`config.mk`:
```
export PLATFORM = sky130hd
export DESIGN_NAME = ahb_burst_addr_gen
export DESIGN_NICKNAME = d
export VERILOG_FILES = /design/src/rtl/ahb_burst_addr_gen.sv
export SDC_FILE = /design/constraint.sdc
export NUM_CORES = 1
export LEC_CHECK = 0
export CAP_MARGIN = 30
export CORE_AREA = 4 4 70 88
export CTS_CLUSTER_SIZE = 30
export DETAILED_ROUTE_END_ITERATION = 10
export DIE_AREA = 0 0 74 92
export GPL_TIMING_DRIVEN = 0
export MAX_ROUTING_LAYER = met4
export PLACE_DENSITY = 0.7
export SLEW_MARGIN = 25
export SYNTH_ARGS = -nofsm -noshare
export SYNTH_HDL_FRONTEND = slang
export SYNTH_SLANG_ARGS = --single-unit
```
`constraint.sdc`:
```
create_clock -name hclk -period 2 [get_ports hclk]
set_input_delay 0.5 -clock hclk [delete_from_list [all_inputs] [get_ports hclk]]
set_output_delay 0.5 -clock hclk [all_outputs]
set_load 0.02 [all_outputs]
```
`src/rtl/ahb_burst_addr_gen.sv`:
```
// Registers the granted master's address phase toward the slave, regenerating SEQ beat addresses (INCR/WRAP).
// One-cycle latency; hready=0 freezes all state, and the three event pulses read 0 on stalled cycles.
module ahb_burst_addr_gen #(
  parameter int ADDR_W = 8,
  parameter int DATA_W = 8,
  parameter int MST_W  = 4
) (
  input  logic              hclk,
  input  logic              hreset,
  input  logic              hready,
  input  logic [ADDR_W-1:0] addr_in,
  input  logic [1:0]        htrans_in,
  input  logic [2:0]        hburst_in,
  input  logic [MST_W-1:0]  hmaster_in,
  input  logic [DATA_W-1:0] wdata_in,
  output logic [ADDR_W-1:0] slv_addr,
  output logic [1:0]        slv_trans,
  output logic [2:0]        slv_burst,
  output logic [MST_W-1:0]  slv_master,
  output logic [DATA_W-1:0] slv_wdata,
  output logic [4:0]        beat_cnt,
  output logic              burst_done,
  output logic              burst_early,
  output logic              addr_err
);

  localparam logic [1:0] TR_IDLE   = 2'b00;
  localparam logic [1:0] TR_BUSY   = 2'b01;
  localparam logic [1:0] TR_NONSEQ = 2'b10;
  localparam logic [1:0] TR_SEQ    = 2'b11;

  localparam logic [2:0] BU_SINGLE = 3'b000;
  localparam logic [2:0] BU_INCR   = 3'b001;

  typedef enum logic [1:0] {S_IDLE, S_ACTIVE, S_BUSY} state_t;

  state_t state;

  // Length 0 marks the unbounded INCR burst.
  function automatic logic [4:0] burst_len(input logic [2:0] b);
    case (b)
      3'b000:        burst_len = 5'd1;
      3'b001:        burst_len = 5'd0;
      3'b010, 3'b011: burst_len = 5'd4;
      3'b100, 3'b101: burst_len = 5'd8;
      default:       burst_len = 5'd16;
    endcase
  endfunction

  logic [4:0]        cur_len;
  logic              cur_fixed;
  logic              cur_wrap;
  logic [ADDR_W-1:0] wrap_mask;
  logic [ADDR_W-1:0] incr_addr;
  logic [ADDR_W-1:0] next_addr;
  logic [4:0]        next_cnt;
  logic              incomplete;

  always_comb begin
    cur_len    = burst_len(slv_burst);
    cur_fixed  = (slv_burst != BU_INCR);
    cur_wrap   = (slv_burst[0] == 1'b0) && (slv_burst != BU_SINGLE);
    wrap_mask  = ADDR_W'(cur_len - 5'd1);
    incr_addr  = slv_addr + ADDR_W'(1);
    next_addr  = cur_wrap ? ((slv_addr & ~wrap_mask) | (incr_addr & wrap_mask)) : incr_addr;
    next_cnt   = (beat_cnt == 5'd16) ? 5'd16 : beat_cnt + 5'd1;
    incomplete = cur_fixed && (beat_cnt < cur_len);
  end

  always_ff @(posedge hclk or negedge hreset) begin
    if (!hreset) begin
      state       <= S_IDLE;
      slv_addr    <= '0;
      slv_trans   <= TR_IDLE;
      slv_burst   <= '0;
      slv_master  <= '0;
      slv_wdata   <= '0;
      beat_cnt    <= '0;
      burst_done  <= 1'b0;
      burst_early <= 1'b0;
      addr_err    <= 1'b0;
    end else if (!hready) begin
      burst_done  <= 1'b0;
      burst_early <= 1'b0;
      addr_err    <= 1'b0;
    end else begin
      burst_done  <= 1'b0;
      burst_early <= 1'b0;
      addr_err    <= 1'b0;
      slv_wdata   <= wdata_in;
      // NONSEQ always opens a new burst, cutting short whatever was in flight.
      if (htrans_in == TR_NONSEQ) begin
        burst_early <= (state != S_IDLE) && incomplete;
        slv_addr    <= addr_in;
        slv_trans   <= TR_NONSEQ;
        slv_burst   <= hburst_in;
        slv_master  <= hmaster_in;
        beat_cnt    <= 5'd1;
        if (hburst_in == BU_SINGLE) begin
          burst_done <= 1'b1;
          state      <= S_IDLE;
        end else begin
          state      <= S_ACTIVE;
        end
      end else if (state == S_IDLE) begin
        slv_trans <= TR_IDLE;
        beat_cnt  <= 5'd0;
        addr_err  <= (htrans_in == TR_SEQ);
      end else begin
        case (htrans_in)
          TR_SEQ: begin
            slv_addr  <= next_addr;
            slv_trans <= TR_SEQ;
            addr_err  <= (addr_in != next_addr);
            beat_cnt  <= next_cnt;
            if (cur_fixed && (next_cnt == cur_len)) begin
              burst_done <= 1'b1;
              state      <= S_IDLE;
            end else begin
              state      <= S_ACTIVE;
            end
          end
          TR_BUSY: begin
            slv_trans <= TR_BUSY;
            state     <= S_BUSY;
          end
          default: begin
            burst_early <= incomplete;
            slv_trans   <= TR_IDLE;
            beat_cnt    <= 5'd0;
            state       <= S_IDLE;
          end
        endcase
      end
    end
  end

endmodule

```
==> impl_results.md, run 1 <==
- Status: complete, but fails checks
- Failing checks: setup timing
- Row Count: 30
- Met3 WL: 251 um
- Post-synthesis mux area share: 0.0907
- Final wirelength: 5580 um
- Count of pins over their slew limit: 0
- Compound-Gate Fraction of Synth Area: 0.174
- RR Startpoint: slv_burst[1]
- Clock Skews: 0.00633 ns
- Iter 0 DRT Violations: 103
- Total grt overflow: 0
- Yosys reg bits: 35
- DR WL met2: 2830 um
- Crit path arrival time: 2.23 ns
- Final worst slack: -0.0652 ns
- Synth Area in Adders: 0.0421
- CTS Buffer Depth: 2
- Simple-gate share of the synthesized area: 0.189
- Reg2Reg Setup Slack: -0.07 ns
- Die H: 92 um
- Syn Inst Count: 212
- H-tree depth: 2
- PD cells: 947 nW/um2
- Vias/cell: 5.41
- Top cells by area, synth: dfrtp_1, mux2_2, ha_1, xor2_1, nand2_1
- Max layer used: met4
- Mapped Area: 2080 um2
- Routed Antenna Nets: 0
- Final Setup Violations: 1
- Area delta synth->final: 48.6%
- Critical Path End: addr_err
- Global Route Usage Sum: 0.174
- Ys flop type: dfrtp_1
- Setup CP Type: reg2reg
- Filler instances: 499
- Yosys cell types: 52
- Mapped Nets: 247
- Synth area leader: dfrtp_1
- CP max FO: 3
- Fin nets: 326
- DR WL/cell: 15.7 um
- Root buffer selected by CTS: clkbuf_8
- Largest family of logic cells by synthesized area: simple AND/OR/NAND/NOR gates
- Largest net degree at the start of global routing: 21
- Yosys warns: 0
- Period utilization: 1.03
- RR Endpoint: addr_err
- Final Core Density: 0.576
- Die area: 6810 um2
- TritonCTS buffer count: 5
- Leak: 0.00130 uW
- Least-Margin Pin Slew: 0.418 ns
- TritonRoute pass-1 iters: 4
- Hpwl dp: 4060 um
- Syn Area/Cell: 9.82 um2
- Synth async-reset ratio: 1.00
- Crit start category: register
- First-pass GRT wire length: 8960 um
- Initial antenna violation count: 0
- Worst Path Required: 2.16 ns
- Worst hold path type: in2async
- Clock latency on the worst-skew pair: 0.29 ns
- EDFF count, synth: 0
- Finished Layout Cells: 356
- Setup crit start: slv_burst[1]
- Setup TNS Final: -0.0652 ns
- Achievable frequency: 484 MHz
- Seq/Total Area, Yosys: 0.421
- Clock slew at reported path FFs: 0.08 ns
- Top cell type's share of synthesized area: 0.421
- # IOs: 61
- CTS tree: yes
- Pre-CTS WS: -0.606 ns
- Reg2reg path depth: 8
- Final Hold Viols: 0
- Diodes inserted: 0
- PortBufs: 60
- Core area: 5370 um2
- Most frequent cell after synthesis: dfrtp_1
- Initial Util: 0.388
- CP Capture Type: register
- Vias in the first global route: 1897
- CTS sink cnt: 35
- Metal-1 WL: 2360 um
- RSZ-0062 raised after global routing: true
- Share of cells above drive strength 1: 0.250
- Maximum capacitance violations: 0
- GPL Wtd Cong: 0.872
- Minimum clock period: 2.07 ns
- XOR/XNOR Fraction of Synth Area: 0.0505
- Placed instance count: 337
- Normalized max-slew margin: 0.721
- DR DRC count: 0
- Vias: 1926
- Post-synth top cells: dfrtp_1, nand2_1, mux2_2, o21ai_0, nor2_1
- Die X: 74 um
- Maximum vdd drop: 432 uV
registers in the layout, indices dropped and copies added (netlist names):
signal,cells
addr_err,1
slv_master,4
beat_cnt,5
state,2
slv_addr,8
slv_burst,3
slv_wdata,8
slv_trans,2
burst_early,1
burst_done,1
layer usage:
metal / global-route usage / vias to the layer above
met5: - / -
met4: 0.0740 / 0
met3: 0.0340 / 15
met2: 0.279 / 59
met1: 0.210 / 933
li1: - / 919
critical path: stages (launching register included):
cell and delay [ns]:
dfrtp_2 0.42, buf_6 0.12, or3_4 0.38, ha_4 0.17
nor4bb_4 0.14, nor3_2 0.20, xnor2_1 0.19, o2111a_1 0.23
a41oi_2 0.09
power by group:
| part | switching, uW | internal (uW) |
|---|---|---|
| registers | 158 | 840 |
| logic | 631 | 625 |
| clock network | 272 | 403 |
| total | 1060 | 1870 |
area by class of cell:
class / count / area (um2) / area share
multi-input cells: 160 / 1220 / 0.393
flip-flops and latches: 35 / 882 / 0.285
repair buffers: 72 / 711 / 0.230
clock buffers: 6 / 82.6 / 0.0267
well taps: 64 / 80.1 / 0.0259
plain buffers: 9 / 56.3 / 0.0182
clock inverters: 2 / 35.0 / 0.0113
inverters: 8 / 30.0 / 0.00970
cells in the final DEF (no fill, tap or decap), types with 3 or more instances in the layout:
cell type / instances
buf_4: 11
buf_2: 4
dfrtp_2: 5
o21ai_1: 4
nor2_1: 10
xor2_1: 7
clkdlybuf4s50_1: 57
mux2_2: 15
nand3_2: 3
a21oi_1: 9
ha_1: 6
o21ai_0: 12
inv_1: 8
and3_1: 4
dfrtp_1: 30
nand2_1: 19
nand2b_1: 4
clkbuf_8: 6
nand3_1: 7
o21a_1: 5
xnor2_1: 3
nor3_1: 4
clkbuf_2: 3
worst min path at each step:
stage                                to  slack [ns]  cells past startpoint
final                       slv_addr[5]        0.13                      1
after global routing        slv_addr[5]        0.16                      1
after CTS                  slv_burst[2]        0.14                      1
after detailed placement    slv_addr[5]        0.46                      1
after global placement    slv_master[0]        0.49                      1
after floorplan                addr_err        0.20                      0
cell families (layout without fill, tap and decap cells):
family | after synthesis | count (layout)
flip-flops | 35 | 35
buffers and inverters | 17 | 97
adder cells (fa/ha/maj) | 7 | 7
multiplexers | 17 | 17
AND/OR/NAND/NOR | 71 | 71
XOR/XNOR | 12 | 12
AO/OA/AOI/OAI | 53 | 53
per-stage QoR:
stage	hold slack [ns]	total power (uW)	cell area (um2)
after detailed placement	0.461	2190	2820
final	0.127	2930	3090
after global routing	0.158	3100	3090
after CTS	0.143	2910	3010
after global placement	0.488	2160	2790
after floorplan	0.204	1710	2110
what timing repair did:
item,in CTS,in global routing
pin swaps,4,4
setup endpoints to repair,22,26
setup buffers,7,4
hold buffers,0,0
gates resized for setup,8,18
(Power assumes the default switching activity.)
==> run 2, diff against run 1 <==
- ABC_AREA: not set -> 1
- CAP_MARGIN: 30 -> 0
- CORE_AREA: 4 4 70 88 -> 4 4 72 90
- DIE_AREA: 0 0 74 92 -> 0 0 76 94
- PLACE_DENSITY: 0.7 -> 0.69
==> run 2 against run 1 <==
Net effect:
- first-iteration DRC count grew 1.9%
- the flow now finishes without violations
- flip-flop and latch count unchanged
- fmax increased by 5.8%
- sequential share of layout area grew 0.15 points
- critical endpoint is now slv_addr[5]
- cell area shrank 0.81%
==> impl_results.md, run 2 <==
- Status: complete, no violations
- GPL Wtd Cong: 0.875 (+0.37%)
- Clock latency on the worst-skew pair: 0.29 ns (about the same)
- Post-synth top cells: nand2_1, inv_1, dfrtp_1
- Share of cells above drive strength 1: 0.164 (-0.0861)
- CP Capture Type: primary output
- Normalized max-slew margin: 0.691 (-0.0306)
- Reg2Reg Setup Slack: 0.15 ns (+0.22 ns)
- EDFF count, synth: 0 (unchanged)
- Synth area leader: dfrtp_1
- Syn Inst Count: 292 (+38%)
- Count of pins over their slew limit: 0 (unchanged)
- Maximum vdd drop: 390 uV (-9.7%)
- Final wirelength: 5870 um (+5.3%)
- Mapped Nets: 327 (+32%)
- Setup CP Type: reg2out
- Worst Path Required: 1.50 ns (-0.66 ns)
- Top cells by area, synth: dfrtp_1, nand2_1, inv_1, nand3_1, ha_1
- Ys flop type: dfrtp_1
- Die area: 7140 um2 (+4.9%)
- RR Endpoint: addr_err
- Initial Util: 0.384 (-0.00385)
- Area delta synth->final: 40.2%
- Mapped Area: 2190 um2 (+5.2%)
- Global Route Usage Sum: 0.175 (+0.00106)
- TritonCTS buffer count: 5 (unchanged)
- Total grt overflow: 0 (unchanged)
- CTS Buffer Depth: 2 (unchanged)
- Placed Area: 2890 um2 (+2.5%)
- Filler instances: 530 (+6.2%)
- Leak: 0.00147 uW (+13%)
- Reg2reg path depth: 15 (+7)
- TritonRoute pass-1 iters: 4 (unchanged)
- PortBufs: 60 (unchanged)
- Crit path cell chain: clkdlybuf4s50_1
- DR WL/cell: 13.6 um (-13%)
- CP peak stage delay: 0.66 ns (+0.24 ns)
- Pre-CTS WS: -0.165 ns (+0.440 ns)
- RR Startpoint: slv_burst[1]
- Initial antenna violation count: 0 (unchanged)
- Crit-path slowest cell: clkdlybuf4s50_1
- Diodes inserted: 0 (unchanged)
- Core area: 5700 um2 (+6.2%)
- Maximum capacitance violations: 0 (unchanged)
- CTS tree: yes
- Yosys warns: 0 (unchanged)
- DR DRC count: 0 (unchanged)
- Yosys reg bits: 35 (unchanged)
- Iter 0 DRT Violations: 105 (+1.9%)
- RSZ-0062 raised after global routing: false
- Final Setup Violations: 0 (-1)
- PD cells: 917 nW/um2 (-3.1%)
- Top cell type's share of synthesized area: 0.400 (-0.0207)
- Root buffer selected by CTS: clkbuf_8
- Vias: 2168 (+13%)
- Hpwl dp: 4380 um (+7.8%)
- Most frequent cell after synthesis: nand2_1
- Fin nets: 400 (+23%)
- Crit start category: register
- Setup crit start: slv_addr[5]
- Most frequent cells in the layout: nand2_1, clkdlybuf4s50_1, inv_1
- CP bufs+invs: 1 (unchanged)
- Row Count: 31 (+3.3%)
- # IOs: 61 (unchanged)
- Seq/Total Area, Yosys: 0.400 (-0.0207)
- First-pass GRT wire length: 10000 um (+12%)
- Syn Area/Cell: 7.50 um2 (-24%)
- CP max FO: 7 (+4)
- Die H: 94 um (+2.2%)
- Clock Skews: 0.00936 ns (+0.00303 ns)
- Yosys cell types: 34 (-35%)
- H-tree depth: 2 (unchanged)
- Commonest non-fill, non-tap cell in the layout: nand2_1
- Clock slew at reported path FFs: 0.08 ns (about the same)
- Die X: 76 um (+2.7%)
- CP delay by family, top: buffers and inverters
- Least-Margin Pin Slew: 0.464 ns (+0.0459 ns)
- Period utilization: 0.976 (-0.0566)
- Vias in the first global route: 2214 (+17%)
- Largest net degree at the start of global routing: 28 (+33%)
- Vias/cell: 5.02 (-7.2%)
- Top Registers: slv_addr: 8 flops, slv_wdata: 8 flops, beat_cnt: 5 flops
- Final Hold Viols: 0 (unchanged)
- Synth async-reset ratio: 1.00 (unchanged)
- Minimum clock period: 1.95 ns (-0.113 ns)
- Fin area: 3070 um2 (-0.81%)
- Worst hold margin: 0.0664 ns (-0.0610 ns)
- Worst hold path type: in2async
- Final worst slack: 0.0480 ns (+0.113 ns)
- Routed Antenna Nets: 0 (unchanged)
- Achievable frequency: 512 MHz (+5.8%)
- CTS sink cnt: 35 (unchanged)
- Crit path arrival time: 1.45 ns (-0.78 ns)
[run 2: metal layers]
layer,vias to the layer above,track usage,share of wire
li1,1094,-,-
met1,1004,0.205,0.45
met2,61,0.297,0.49
met3,9,0.0345,0.050
met4,0,0.0653,0.017
met5,-,-,0
[run 2: where the power goes]
| group | switching, uW | leakage, uW | total (uW) | internal, uW |
|---|---|---|---|---|
| sequential | 168 | 0.000435 | 1000 | 832 |
| clock | 258 | 0.0000515 | 573 | 315 |
| combinational | 681 | 0.000979 | 1240 | 561 |
| total | 1110 | 0.00147 | 2810 | 1710 |
[run 2: cell type report]
class | instances | area (um2) | area share
Buffer | 5 | 27.5 | 0.00897
Clock buffer | 8 | 100 | 0.0326
Inverter | 43 | 163 | 0.0530
Multi-Input combinational cell | 209 | 1150 | 0.375
Sequential cell | 35 | 880 | 0.287
Tap cell | 66 | 82.6 | 0.0269
Timing Repair Buffer | 66 | 666 | 0.217
[run 2: worst max-delay path by stage]
stage                     cells after the start           end  slack (ns)
after detailed placement                      9   slv_addr[7]       -0.17
after floorplan                              15      addr_err        0.15
final                                         1   slv_addr[5]        0.05
after global placement                        1  slv_wdata[7]       -0.49
after CTS                                    15      addr_err        0.01
after global routing                         13      addr_err       0.003
[run 2: repair_timing]
item                       4_1_cts  5_1_grt
setup endpoints to repair        1        1
gates resized for setup          2       10
pin swaps                        0        5
buffers inserted                 0        5
hold buffers                     0        0
[run 2: cells by family after synthesis]
| group | synth area share |
|---|---|
| adders and majority gates | 0.0400 |
| and+or+nand+nor | 0.338 |
| DFF | 0.400 |
| buffers and inverters | 0.0868 |
| muxes | 0.0206 |
| xor gates and xnor gates | 0.0120 |
| AOI/OAI and AO/OA | 0.103 |
[run 2: through the flow]
stage | util | power (uW) | instances | TNS [ns]
2_1_floorplan | - | 1720 | 292 | 0
5_1_grt | 0.538 | 3010 | 432 | 0
6_report | 0.538 | 2810 | 432 | 0
3_3_place_gp | 0.504 | 2160 | 418 | -18.94
3_5_place_dp | 0.506 | 2190 | 419 | -1.65
4_1_cts | 0.525 | 2770 | 427 | 0
==> run 3, diff against run 2 <==
- MAX_ROUTING_LAYER: met4 -> not set
==> run 3 against run 2 <==
Net effect:
- routed wire length down 0.19%
- cell area is the same
- non-clock buffer count did not move
- critical path depth unchanged
- first-iteration DRC count decreased by 7.6%
- utilization did not move
- clock power about the same
- fmax about the same
- setup slack got worse by 0.00055 ns
- global-route usage down 0.46 points
==> impl_results.md, run 3 (synthesis gave the netlist of run 2 again) <==
- Top Registers: slv_addr: 8 flops, slv_wdata: 8 flops, beat_cnt: 5 flops
- Least-Margin Pin Slew: 0.462 ns (-0.00184 ns)
- Clock slew at reported path FFs: 0.08 ns (about the same)
- Maximum capacitance violations: 0 (unchanged)
- Die H: 94 um (unchanged)
- RSZ-0062 raised after global routing: false
- Count of pins over their slew limit: 0 (unchanged)
- Crit path depth: 1 (unchanged)
- CP delay by family, top: buffers and inverters
- Reg area: 880 um2 (unchanged)
- CP max FO: 7 (unchanged)
- Iter 0 DRT Violations: 97 (-7.6%)
- # IOs: 61 (unchanged)
- Minimum clock period: 1.95 ns (+0.000549 ns)
- Row Count: 31 (unchanged)
- Crit path cell chain: clkdlybuf4s50_1
- Filler instances: 530 (unchanged)
- PortBufs: 60 (unchanged)
- Total grt overflow: 0 (unchanged)
- Normalized max-slew margin: 0.692 (+0.00123)
- Final Hold Viols: 0 (unchanged)
- CP bufs+invs: 1 (unchanged)
- Crit path arrival time: 1.45 ns (about the same)
- TritonRoute pass-1 iters: 4 (unchanged)
- Area of the multi-input gates: 1150 um2 (unchanged)
- Initial antenna violation count: 0 (unchanged)
- CP peak stage delay: 0.66 ns (about the same)
- DR WL/cell: 13.6 um (-0.19%)
- Vias/cell: 5.02 (about the same)
- Routed Antenna Nets: 0 (unchanged)
- Status: complete, no violations
- DR DRC count: 0 (unchanged)
- CTS tree: yes
- Critical Path End: slv_addr[5]
- Clock latency on the worst-skew pair: 0.29 ns (about the same)
- Vias in the first global route: 2217 (+0.14%)
- Die X: 76 um (unchanged)
- Setup crit start: slv_addr[5]
- Maximum vdd drop: 390 uV (about the same)
- Initial Util: 0.384 (unchanged)
- Power Total: 2810 uW (about the same)
- Commonest non-fill, non-tap cell in the layout: nand2_1
- Crit start category: register
- Hpwl dp: 4380 um (unchanged)
- CTS sink cnt: 35 (unchanged)
- PD cells: 916 nW/um2 (about the same)
- Finished Layout Cells: 432 (unchanged)
- RR Endpoint: addr_err
- Root buffer selected by CTS: clkbuf_8
- Achievable frequency: 512 MHz (about the same)
- Fin nets: 400 (unchanged)
- Setup CP Type: reg2out
- Crit-path slowest cell: clkdlybuf4s50_1
- RR Startpoint: slv_burst[1]
- Leak: 0.00147 uW (unchanged)
- CTS Buffer Depth: 2 (unchanged)
- Period utilization: 0.976 (about the same)
- Diodes inserted: 0 (unchanged)
- GPL Wtd Cong: 0.861 (-1.6%)
- Reg2Reg Setup Slack: 0.15 ns (about the same)
- Largest net degree at the start of global routing: 28 (unchanged)
- Clock Skews: 0.00937 ns (+0.0000152 ns)
- First-pass GRT wire length: 10000 um (about the same)
- Most frequent cells in the layout: nand2_1, clkdlybuf4s50_1, inv_1
- Worst hold path type: in2async
- Share of cells above drive strength 1: 0.164 (unchanged)
- Reg2reg path depth: 15 (unchanged)
- TritonCTS buffer count: 5 (unchanged)
- Global Route Usage Sum: 0.171 (-0.00464)
- Placed instance count: 419 (unchanged)
- # hold bufs at CTS: 0 (unchanged)
- Die area: 7140 um2 (unchanged)
- Final wirelength: 5860 um (-0.19%)
- Final Setup Violations: 0 (unchanged)
- Area delta synth->final: 40.2% (unchanged)
- Vias: 2170 (+0.092%)
- Worst Path Required: 1.50 ns (about the same)
- Core area: 5700 um2 (unchanged)
- H-tree depth: 2 (unchanged)
- CP Capture Type: primary output
[run 3: through the flow]
step | setup TNS, ns | cell area (um2) | worst slack (ns) | util | hold slack (ns)
3_5_place_dp | -1.65 | 2890 | -0.165 | 0.506 | 0.379
3_3_place_gp | -18.94 | 2870 | -0.493 | 0.504 | 0.461
6_report | 0 | 3070 | 0.0475 | 0.538 | 0.0658
4_1_cts | 0 | 2990 | 0.0146 | 0.525 | 0.0650
5_1_grt | 0 | 3070 | 0.00316 | 0.538 | 0.0686
2_1_floorplan | 0 | 2190 | 0.148 | - | 0.204
[run 3: timing repair]
action / CTS / global route
pin swaps: 0 / 5
gates resized for setup: 2 / 10
endpoints found under the setup margin: 1 / 1
setup buffers: 0 / 5
[run 3: area by class of cell]
cell class | count | area share
plain buffers | 5 | 0.00897
clock buffers | 8 | 0.0326
inverters | 43 | 0.0530
multi-input cells | 209 | 0.375
flip-flops and latches | 35 | 0.287
well taps | 66 | 0.0269
repair buffers | 66 | 0.217
[run 3: per-layer routing]
metal	global-route usage	share of wire	vias up
li1	-	-	1094
met1	0.202	0.44	1008
met2	0.296	0.49	59
met3	0.0403	0.055	9
met4	0.0653	0.017	0
met5	0	0	-
[run 3: worst min path at each step]
stage,from,endpoint,depth (start not counted)
final,hreset,slv_burst[1],1
after global placement,slv_wdata[2],slv_wdata[2],2
after detailed placement,hreset,addr_err,1
after global routing,hreset,slv_burst[1],1
after floorplan,hreset,addr_err,0
after CTS,hreset,addr_err,1
[run 3: power breakdown]
| group | internal (uW) | total (uW) | switching, uW |
|---|---|---|---|
| sequential | 832 | 999 | 167 |
| combinational | 561 | 1240 | 681 |
| clock | 315 | 571 | 256 |
| total | 1710 | 2810 | 1100 |
